### config.mk
export PLATFORM = sky130hd
export DESIGN_NAME = dpipe_reg_flat
export DESIGN_NICKNAME = d
export VERILOG_FILES = /design/src/rtl/dpipe_reg_if.sv /design/src/rtl/dpipe_reg.sv /design/src/flat_wrapper.sv
export SDC_FILE = /design/constraint.sdc
export NUM_CORES = 1
export LEC_CHECK = 0
export ABC_AREA = 1
export ABC_CLOCK_PERIOD_IN_PS = 7900
export CORE_ASPECT_RATIO = 0.6
export CORE_MARGIN = 2
export CORE_UTILIZATION = 53
export DETAILED_ROUTE_END_ITERATION = 8
export PLACE_DENSITY = 0.85
export SYNTH_ARGS = -nofsm -noshare
export SYNTH_HDL_FRONTEND = slang
export SYNTH_SLANG_ARGS = --single-unit
### constraint.sdc
create_clock -name i_clk -period 7.9 [get_ports i_clk]
set_clock_uncertainty 0.05 [all_clocks]
set_input_delay 2.37 -clock i_clk [delete_from_list [all_inputs] [get_ports i_clk]]
set_output_delay 2.37 -clock i_clk [all_outputs]
set_load 0.02 [all_outputs]
### src/rtl/dpipe_reg_if.sv
// Handshake bundle for dpipe_reg: producer side (in_*), consumer side (out_*), flush and occupancy.
// The slave modport is the pipeline's view; the master modport is the surrounding datapath's view.
interface dpipe_reg_if #(
   parameter int M = 32,
   parameter int N = 2
);
   localparam int CW = $clog2(N + 1);

   logic          flush;
   logic          in_valid;
   logic          in_ready;
   logic [M-1:0]  in_data;
   logic          out_valid;
   logic          out_ready;
   logic [M-1:0]  out_data;
   logic [CW-1:0] count;

   modport master (
      output flush,
      output in_valid,
      output in_data,
      output out_ready,
      input  in_ready,
      input  out_valid,
      input  out_data,
      input  count
   );

   modport slave (
      input  flush,
      input  in_valid,
      input  in_data,
      input  out_ready,
      output in_ready,
      output out_valid,
      output out_data,
      output count
   );
endinterface

### src/rtl/dpipe_reg.sv
// Elastic N-stage pipeline register with per-stage valid, bubble squeezing and synchronous flush.
// Latency N edges when unstalled; in_ready is the combinational ready chain, outputs come straight from flops.
module dpipe_reg #(
   parameter int M = 32,
   parameter int N = 2
) (
   input  logic       i_clk,
   input  logic       i_rst,
   dpipe_reg_if.slave io_pipe
);
   localparam int CW = $clog2(N + 1);

   logic [N-1:0]  r_v;
   logic [M-1:0]  r_d [N];
   logic [CW-1:0] r_count;

   logic [N:0]    w_rdy;
   logic [N-1:0]  w_up_v;
   logic [M-1:0]  w_up_d [N];
   logic [N-1:0]  w_v_nxt;
   logic [CW-1:0] w_count_nxt;

   // A stage can take new data if it is empty or its own content moves on this edge.
   assign w_rdy[N]  = io_pipe.out_ready;
   assign w_up_v[0] = io_pipe.in_valid;
   assign w_up_d[0] = io_pipe.in_data;

   for (genvar gi = 0; gi < N; gi++) begin : g_stage
      assign w_rdy[gi] = ~r_v[gi] | w_rdy[gi+1];

      if (gi > 0) begin : g_link
         assign w_up_v[gi] = r_v[gi-1];
         assign w_up_d[gi] = r_d[gi-1];
      end

      always_ff @(posedge i_clk or posedge i_rst) begin
         if (i_rst) begin
            r_d[gi] <= '0;
         end else if (!io_pipe.flush && w_rdy[gi] && w_up_v[gi]) begin
            r_d[gi] <= w_up_d[gi];
         end
      end
   end

   always_comb begin
      w_v_nxt     = r_v;
      w_count_nxt = '0;
      for (int i = 0; i < N; i++) begin
         if (io_pipe.flush) begin
            w_v_nxt[i] = 1'b0;
         end else if (w_rdy[i]) begin
            w_v_nxt[i] = w_up_v[i];
         end
         w_count_nxt = w_count_nxt + CW'(w_v_nxt[i]);
      end
   end

   always_ff @(posedge i_clk or posedge i_rst) begin
      if (i_rst) begin
         r_v     <= '0;
         r_count <= '0;
      end else begin
         r_v     <= w_v_nxt;
         r_count <= w_count_nxt;
      end
   end

   assign io_pipe.in_ready  = w_rdy[0] & ~io_pipe.flush;
   assign io_pipe.out_valid = r_v[N-1];
   assign io_pipe.out_data  = r_d[N-1];
   assign io_pipe.count     = r_count;

   a_count_matches_valids: assert property (
      @(posedge i_clk) disable iff (i_rst)
      r_count == CW'($countones(r_v))
   );

   // A stalled head item must be presented unchanged until it is taken.
   a_stall_holds_head: assert property (
      @(posedge i_clk) disable iff (i_rst)
      (r_v[N-1] && !io_pipe.out_ready && !io_pipe.flush) |=> (r_v[N-1] && $stable(r_d[N-1]))
   );
endmodule
### src/flat_wrapper.sv
// flat-port wrapper written by rule: the top's interface ports become plain ports
module dpipe_reg_flat 
#(
   parameter int M = 32,
   parameter int N = 2
)
  (i_clk, i_rst, io_pipe_flush, io_pipe_in_valid, io_pipe_in_data, io_pipe_out_ready, io_pipe_in_ready, io_pipe_out_valid, io_pipe_out_data, io_pipe_count);
  dpipe_reg_if #(.M(M), .N(N)) io_pipe_i ();
  input  logic i_clk;
  input  logic i_rst;
  input wire logic [$bits(io_pipe_i.flush)-1:0] io_pipe_flush;
  input wire logic [$bits(io_pipe_i.in_valid)-1:0] io_pipe_in_valid;
  input wire logic [$bits(io_pipe_i.in_data)-1:0] io_pipe_in_data;
  input wire logic [$bits(io_pipe_i.out_ready)-1:0] io_pipe_out_ready;
  output wire logic [$bits(io_pipe_i.in_ready)-1:0] io_pipe_in_ready;
  output wire logic [$bits(io_pipe_i.out_valid)-1:0] io_pipe_out_valid;
  output wire logic [$bits(io_pipe_i.out_data)-1:0] io_pipe_out_data;
  output wire logic [$bits(io_pipe_i.count)-1:0] io_pipe_count;
  assign io_pipe_i.flush = io_pipe_flush;
  assign io_pipe_i.in_valid = io_pipe_in_valid;
  assign io_pipe_i.in_data = io_pipe_in_data;
  assign io_pipe_i.out_ready = io_pipe_out_ready;
  assign io_pipe_in_ready = io_pipe_i.in_ready;
  assign io_pipe_out_valid = io_pipe_i.out_valid;
  assign io_pipe_out_data = io_pipe_i.out_data;
  assign io_pipe_count = io_pipe_i.count;
  dpipe_reg #(.M(M), .N(N)) u_core (.i_clk(i_clk), .i_rst(i_rst), .io_pipe(io_pipe_i));
endmodule
Word-level counts from Yosys, hierarchy flattened
Index checks and enable logic that the tools add are counted.
- output and inout bits: 36
- input port bits: 37
- register bits: 68
- logic and storage cells: 20
- multiplexer cells: 4
- reductions and logical operators: 5
- bitwise logic cells: 6
- add/subtract/negate cells: 1
- operators with widths (cell ; count):
    logical AND 1 bit ; 4
    2-to-1 mux 1 bit ; 4
    inverter 1 bit ; 3
    adder 1 x 1 -> 2 bit ; 1
    bitwise OR 1 bit ; 2
    bitwise AND 1 bit ; 1
    zero test 1 bit ; 1

Logic depth before layout (Yosys ltp)
Gate-level depths: netlist (run 1).
- depth in word-level cells: 6
- depth in mapped cells: 6
- depth with buffers taken out: 5

Worst setup path after synthesis (run 1)
OpenSTA, ideal clock, no wires.
- kind: input to output
- from: input io_pipe_out_ready
- to: output io_pipe_in_ready
- slack: 2579 ps
- data arrival time: 2901 ps
- cell stages on the path: 5
- cells stage by stage: inv_1 -> nand3_4 -> buf_2 -> nand2_1 -> inv_1
- word-level cells in the longest chain between the ends: 3
- ends and longest elaborated chain (item ; RTL line ; source):
    start, declared ; flat_wrapper.sv:14 ; input wire logic [$bits(io_pipe_i.out_ready)-1:0] io_pipe_out_ready;
    bitwise OR 1 bit (2 in a row) ; dpipe_reg.sv:29 ; assign w_rdy[gi] = ~r_v[gi] | w_rdy[gi+1];
    bitwise AND 1 bit ; dpipe_reg.sv:68 ; assign io_pipe.in_ready = w_rdy[0] & ~io_pipe.flush;
    end, declared ; flat_wrapper.sv:15 ; output wire logic [$bits(io_pipe_i.in_ready)-1:0] io_pipe_in_ready;
Every way passes these cells.

Final worst setup path (run 1)
Same ends and word-level chain as after synthesis.

==> metrics.md, run 1 <==
| Metric | Value |
|---|---|
| Status | `complete, no violations` |
| Worst Path Max Fanout | `35` |
| Top-area cell type share of the netlist area | `0.565` |
| Min-delay src | `u_core.r_d[53]$_DFFE_PP0P_` |
| Crit Path Class | `input port to output port` |
| Hold path cells | `2` |
| WP data arrival | `between 3 and 4 ns` |
| Combinational power share | `0.240` |
| Sequential fraction of the synthesis area | `0.565` |
| Max stage delay on crit path | `about 0.54 ns` |
| Initial Utilization | `0.545` |
| # port buffers | `between 70 and 80` |
| Placed Cells | `between 400 and 500` |
| Final Wtd Congestion | `around 0.75` |
| First-pass GRT wire length | `roughly 10 mm` |
| Flops & latches, synth | `68` |
| DRC errors left | `0` |
| Hold Violations, Final | `0` |
| Number of buffers created by CTS | `9` |
| Pint | `slightly above 600 µW` |
| Sequential Power Share | `0.485` |
| Initial antenna violation count | `0` |
| Row Count | `21` |
| Number of max-cap violations | `0` |
| TritonCTS clock tree | `done` |
| Worst-margin pin slew | `roughly 0.84 ns` |
| Overall Global Routing Usage | `0.209` |
| F_max | `around 0.16 GHz` |
| PD cells | `247 nW/µm²` |
| H-Tree Depth | `3` |
| Relative max-transition margin | `0.441` |
| Post-DRT Antenna Nets | `0` |
| Mapped Avg Cell Area | `just over 9 µm²` |
| Net switching power figure | `between 200 and 300 µW` |
| Non-filler cells in the finished layout | `~430` |
| Ant. Diodes | `0` |
| Grt ovf | `0` |
| Sw Share | `0.311` |
| Syn-to-layout area delta | `21.0%` |
| Synthesized instance count | `around 330` |
| Count of final setup violators | `0` |
| Die height | `roughly 62 µm` |
| Drt pass-1 iters | `4` |
| R2R depth | `4` |
| Setup_tns | `0 ns` |
| Lkg Pwr | `0.00177 µW` |
| Critical path cell sequence | `clkdlybuf4s50_1 -> inv_1 -> nand3_4 -> nand2_1 -> inv_1 -> clkdlybuf4s50_1` |
| CTS sink cnt | `68` |
| Critical path data required time | `5.48 ns` |
| Core area | `approximately 5500 µm²` |
| Die footprint | `6320 µm²` |
| Clock tree buffer depth | `2` |
| Hpwl dp | `between 3 and 4 mm` |
| Avg WL per Cell | `roughly 14 µm` |
| Synth area leader | `dfrtp_1` |
| Critical path capture point type | `output port` |
| Boundary Pins | `73` |
| Post-Route WL | `approximately 6 mm` |
| Yosys cell types | `16` |
| Via density per instance | `between 4 and 5` |
| CP top delay family | `buffers and inverters` |
| Min-Delay Path Class | `flip-flop to flip-flop` |
| CTS resizes | `0` |
| Chip width | `between 100 and 150 µm` |
| Hold Path Sink | `u_core.r_d[53]$_DFFE_PP0P_` |
| CP bufs+invs | `4` |
| Reg2reg setup slack | `a little over 6 ns` |
| Clock share of power | `0.275` |
| Post-Syn Area | `approximately 3000 µm²` |
| Setup bufs post-CTS | `0` |
| 1st-iter DRT viols | `around 140` |
| Final Cycle Share | `0.808` |
| Reg2reg end | `u_core.r_d[38]$_DFFE_PP0P_` |
| Slew Limit Fails | `0` |
| CTS clk-pin slew, worst paths | `0.07 ns` |
| Worst r2r src | `u_core.r_v[0]$_DFF_PP0_` |
| Clk_lat worst skew | `0.35 ns` |
| Synth top area cells | `dfrtp_1 57%, nand2_1 12%, buf_4 8.2%` |
| # fillers | `roughly 460` |
| Largest net degree at the start of global routing | `69` |
| Tmin final | `6.39 ns` |
| CP max stage cell | `clkdlybuf4s50_1` |
| Commonest cells after routing, fill and taps aside | `99 x nand2_1, 72 x clkdlybuf4s50_1, 68 x dfrtp_1` |
| Clk root buf | `clkbuf_8` |
| Share of cells above drive strength 1 | `0.0604` |
| Vias in the first global route | `2024` |
| Peak VDD IR | `between 100 and 150 µV` |
| RSZ-0062 raised after global routing | `no` |
| Final nets | `between 300 and 400` |
| Post-synthesis net count | `363` |
| Commonest non-fill, non-tap cell in the layout | `nand2_1` |
| Vias | `between 2000 and 2500` |
| Hold-fix buffers, CTS | `0` |
| Startpoint Class | `input port` |
| Ys Warns | `0` |
## worst max-delay path by stage
stage | start | endpoint | slack, ns | cells past startpoint
after floorplan | io_pipe_out_ready | io_pipe_in_ready | 2.58 | 5
after global placement | io_pipe_out_ready | io_pipe_in_ready | 1.57 | 6
after detailed placement | io_pipe_out_ready | io_pipe_in_ready | 1.50 | 6
after CTS | io_pipe_out_ready | io_pipe_in_ready | 1.50 | 6
after global routing | io_pipe_flush | io_pipe_in_ready | 1.42 | 5
final | io_pipe_out_ready | io_pipe_in_ready | 1.51 | 6
## power by group through the flow
stage | clock (µW) | combinational [µW] | sequential (µW)
global placement | 0 | 213 | 440
finish | 247 | 216 | 436
CTS | 253 | 219 | 437
detailed placement | 0 | 218 | 443
floorplan | 0 | 166 | 434
global route | 269 | 237 | 444
## logic make-up after synthesis
kind of cell | after synthesis | share of synthesized area
simple gates | 134 | 0.207
buf+inv | 88 | 0.166
flops | 68 | 0.565
compound gates | 34 | 0.0565
fa+ha+maj | 1 | 0.00416
## cells in the mapped netlist, drive strengths merged
cell	count
nand2	99
dfrtp	68
buf	47
inv	37
o21ai	33
nand4	32
clkbuf	4
nand3	3
a21oi	1
ha	1
## cell type report
class	instances	area, µm²	area share
sequential	68	1700	0.467
multi-input combinational	169	807	0.222
timing repair buffer	74	736	0.202
inverter	37	141	0.0388
clock buffer	10	128	0.0351
tap	69	86.3	0.0237
clock inverter	6	41.3	0.0113
## layer usage
layer / vias up / global-route usage / routed length [µm] / share of wire
met4: 0 / 0.0659 / 46 / 0.0077
met2: 70 / 0.304 / 2630 / 0.44
met3: 4 / 0.0743 / 402 / 0.067
met1: 1014 / 0.295 / 2890 / 0.48
met5: - / 0 / 0 / 0
li1: 1074 / - / - / -
## through the flow
stage	area [µm²]	setup slack, ns	hold slack, ns	utilization	power, µW
4_1_cts	3640	1.50	0.425	0.660	909
3_5_place_dp	3470	1.50	0.408	0.629	661
6_report	3640	1.51	0.425	0.660	900
5_1_grt	3640	1.42	0.446	0.660	950
2_1_floorplan	3010	2.58	0.392	-	600
3_3_place_gp	3470	1.57	0.403	0.629	652
## sequential cells by signal (all words and copies together) (netlist names)
name / flops
u_core.r_d: 32
u_core.io_pipe.out_data: 32
u_core.r_v: 2
u_core.io_pipe.count: 2
## worst min-delay path, cell delays in order, from the launching register on
cell and delay, ns:
dfrtp_1 0.35, nand2_1 0.05, nand2_1 0.04
Note: power is estimated with default switching activity, not from simulation.
==> run 2, diff against run 1 <==
ABC_CLOCK_PERIOD_IN_PS = 6400   (was 7900)
CORE_UTILIZATION = 49   (was 53)
PLACE_DENSITY = 0.79   (was 0.85)
clock period = 6.4 ns   (was 7.9 ns; I/O delays follow)
==> metrics.md, run 2 (synthesized netlist as in run 1, its figures left out) <==
| Metric | Value |
|---|---|
| CP bufs+invs | `4 (unchanged)` |
| Final nets | `398 (+0.25%)` |
| Initial Utilization | `0.499 (-0.0462)` |
| Tmin final | `5.47 ns` |
| Critical path capture point type | `output port` |
| Chip width | `105 µm (+3.8%)` |
| Slew Limit Fails | `0 (unchanged)` |
| Setup bufs post-CTS | `0 (unchanged)` |
| Commonest cells after routing, fill and taps aside | `99 x nand2_1, 72 x clkdlybuf4s50_1, 68 x dfrtp_1` |
| Post-DRT Antenna Nets | `0 (unchanged)` |
| Minimum hold slack | `0.419 ns (-0.00550 ns)` |
| Reg2reg setup slack | `4.70 ns (-1.52 ns)` |
| Ant. Diodes | `0 (unchanged)` |
| CP top delay family | `buffers and inverters` |
| Status | `complete, no violations` |
| Final Wtd Congestion | `0.746 (-0.51%)` |
| Hpwl dp | `3.79 mm (-2.6%)` |
| Drt pass-1 iters | `4 (unchanged)` |
| Die footprint | `6800 µm² (+7.7%)` |
| Row Count | `22 (+4.8%)` |
| H-Tree Depth | `3 (unchanged)` |
| Share of cells above drive strength 1 | `0.0579 (-0.00259)` |
| Worst Path Max Fanout | `36 (+2.9%)` |
| 1st-iter DRT viols | `124 (-8.1%)` |
| Min-Delay Path Class | `flip-flop to flip-flop` |
| Overall Global Routing Usage | `0.192 (-0.0172)` |
| Avg WL per Cell | `13.1 µm (-4.8%)` |
| Commonest non-fill, non-tap cell in the layout | `nand2_1` |
| TritonCTS clock tree | `done` |
| Post-Route WL | `5.87 mm (-1.8%)` |
| Via density per instance | `4.86 (-2.7%)` |
| CTS clk-pin slew, worst paths | `0.07 ns (about the same)` |
| Placed cell area | `3500 µm² (+0.76%)` |
| Lkg Pwr | `0.00178 µW (+0.60%)` |
| Syn-to-layout area delta | `21.5%` |
| Most common cell type on the critical path | `clkdlybuf4s50_1` |
| Dpl ws | `0.930 ns (-0.573 ns)` |
| WP data arrival | `3.50 ns (-0.47 ns)` |
| Max stage delay on crit path | `0.60 ns (+0.06 ns)` |
| Worst-margin pin slew | `0.832 ns (-0.00577 ns)` |
| Vias in the first global route | `2081 (+2.8%)` |
| Crit. path cell count | `5 (-1)` |
| Design area | `3650 µm² (+0.38%)` |
| Hold Violations, Final | `0 (unchanged)` |
| Number of buffers created by CTS | `9 (unchanged)` |
| F_max | `0.183 GHz` |
| Power Total | `1100 µW (+22%)` |
| CTS sink cnt | `68 (unchanged)` |
| PD cells | `300 nW/µm² (+21%)` |
| Clk root buf | `clkbuf_8` |
| Clock tree buffer depth | `2 (unchanged)` |
| Setup_tns | `0 ns (unchanged)` |
| Vias | `2172 (+0.46%)` |
| Core area | `6030 µm² (+9.3%)` |
| Initial antenna violation count | `0 (unchanged)` |
| Crit Path Class | `input port to output port` |
| Count of final setup violators | `0 (unchanged)` |
| Grt ovf | `0 (unchanged)` |
| CTS resizes | `0 (unchanged)` |
| CP startpoint | `io_pipe_flush` |
| Startpoint Class | `input port` |
| CP max stage cell | `clkdlybuf4s50_1` |
| Boundary Pins | `73 (unchanged)` |
| Peak VDD IR | `165 µV (+17%)` |
| Worst r2r src | `u_core.r_v[0]$_DFF_PP0_` |
| Relative max-transition margin | `0.445 (+0.00384)` |
| Number of max-cap violations | `0 (unchanged)` |
| # port buffers | `72 (unchanged)` |
| Critical path data required time | `4.43 ns (-1.05 ns)` |
| Die height | `64.7 µm (+3.7%)` |
| Final setup margin | `0.928 ns (-0.587 ns)` |
| Reg2reg end | `u_core.r_d[45]$_DFFE_PP0P_` |
| Clk_lat worst skew | `0.33 ns (-0.02 ns)` |
| RSZ-0062 raised after global routing | `no` |
| First-pass GRT wire length | `9.94 mm (-0.41%)` |
| Crit path to | `io_pipe_in_ready` |
| Hold-fix buffers, CTS | `0 (unchanged)` |
| DRC errors left | `0 (unchanged)` |
| Critical path cell sequence | `clkdlybuf4s50_1 -> inv_4 -> nand2_1 -> inv_1 -> clkdlybuf4s50_1` |
| R2R depth | `5 (+1)` |
| Largest net degree at the start of global routing | `69 (unchanged)` |
| Final Cycle Share | `0.855` |
-- run 2: changes by cell type in the layout (fill, tap and decap cells not counted), sizes merged --
cell      before  now
clkinvlp       3    0
buf            2    3
clkbuf        10   11
-- run 2: power breakdown --
group,internal [µW],switching (µW),leakage [µW]
sequential,499,39.7,0.000859
clock,145,145,0.0000848
combinational,127,139,0.000840
-- run 2: layer usage --
layer | part of all wire | GRT usage | vias up
met1 | 0.47 | 0.255 | 1027
met4 | 0.012 | 0.0617 | 0
li1 | - | - | 1069
met5 | 0 | 0 | -
met2 | 0.44 | 0.288 | 67
met3 | 0.077 | 0.0795 | 9
-- run 2: area by class of cell --
| cell class | instances | area (µm²) |
|---|---|---|
| flip-flops and latches | 68 | 1700 |
| clock inverters | 3 | 15.0 |
| well taps | 84 | 105 |
| inverters | 37 | 141 |
| multi-input cells | 169 | 807 |
| fillers | 519 | 2370 |
| clock buffers | 11 | 141 |
| repair buffers | 75 | 743 |
-- run 2: stage by stage --
stage,util,instances
4_1_cts,0.606,447
3_5_place_dp,0.580,433
3_3_place_gp,0.580,433
6_report,0.606,447
2_1_floorplan,-,325
5_1_grt,0.606,447
-- run 2: worst min path at each step --
stage                          startpoint                         end  slack [ns]  depth (start not counted)
6_report       u_core.r_d[61]$_DFFE_PP0P_  u_core.r_d[61]$_DFFE_PP0P_        0.42                          2
3_5_place_dp   u_core.r_d[49]$_DFFE_PP0P_  u_core.r_d[49]$_DFFE_PP0P_        0.41                          2
5_1_grt        u_core.r_d[38]$_DFFE_PP0P_  u_core.r_d[38]$_DFFE_PP0P_        0.45                          2
2_1_floorplan  u_core.r_d[32]$_DFFE_PP0P_  u_core.r_d[32]$_DFFE_PP0P_        0.39                          2
3_3_place_gp   u_core.r_d[49]$_DFFE_PP0P_  u_core.r_d[49]$_DFFE_PP0P_        0.40                          2
4_1_cts        u_core.r_d[63]$_DFFE_PP0P_  u_core.r_d[63]$_DFFE_PP0P_        0.42                          2
-- run 2: worst register-to-register path, stage by stage, from the launching register on --
cell and delay (ns):
dfrtp_1 0.45, nand3_4 0.11, buf_4 0.33, nand3_4 0.39, nand2_1 0.19, nand2_1 0.06
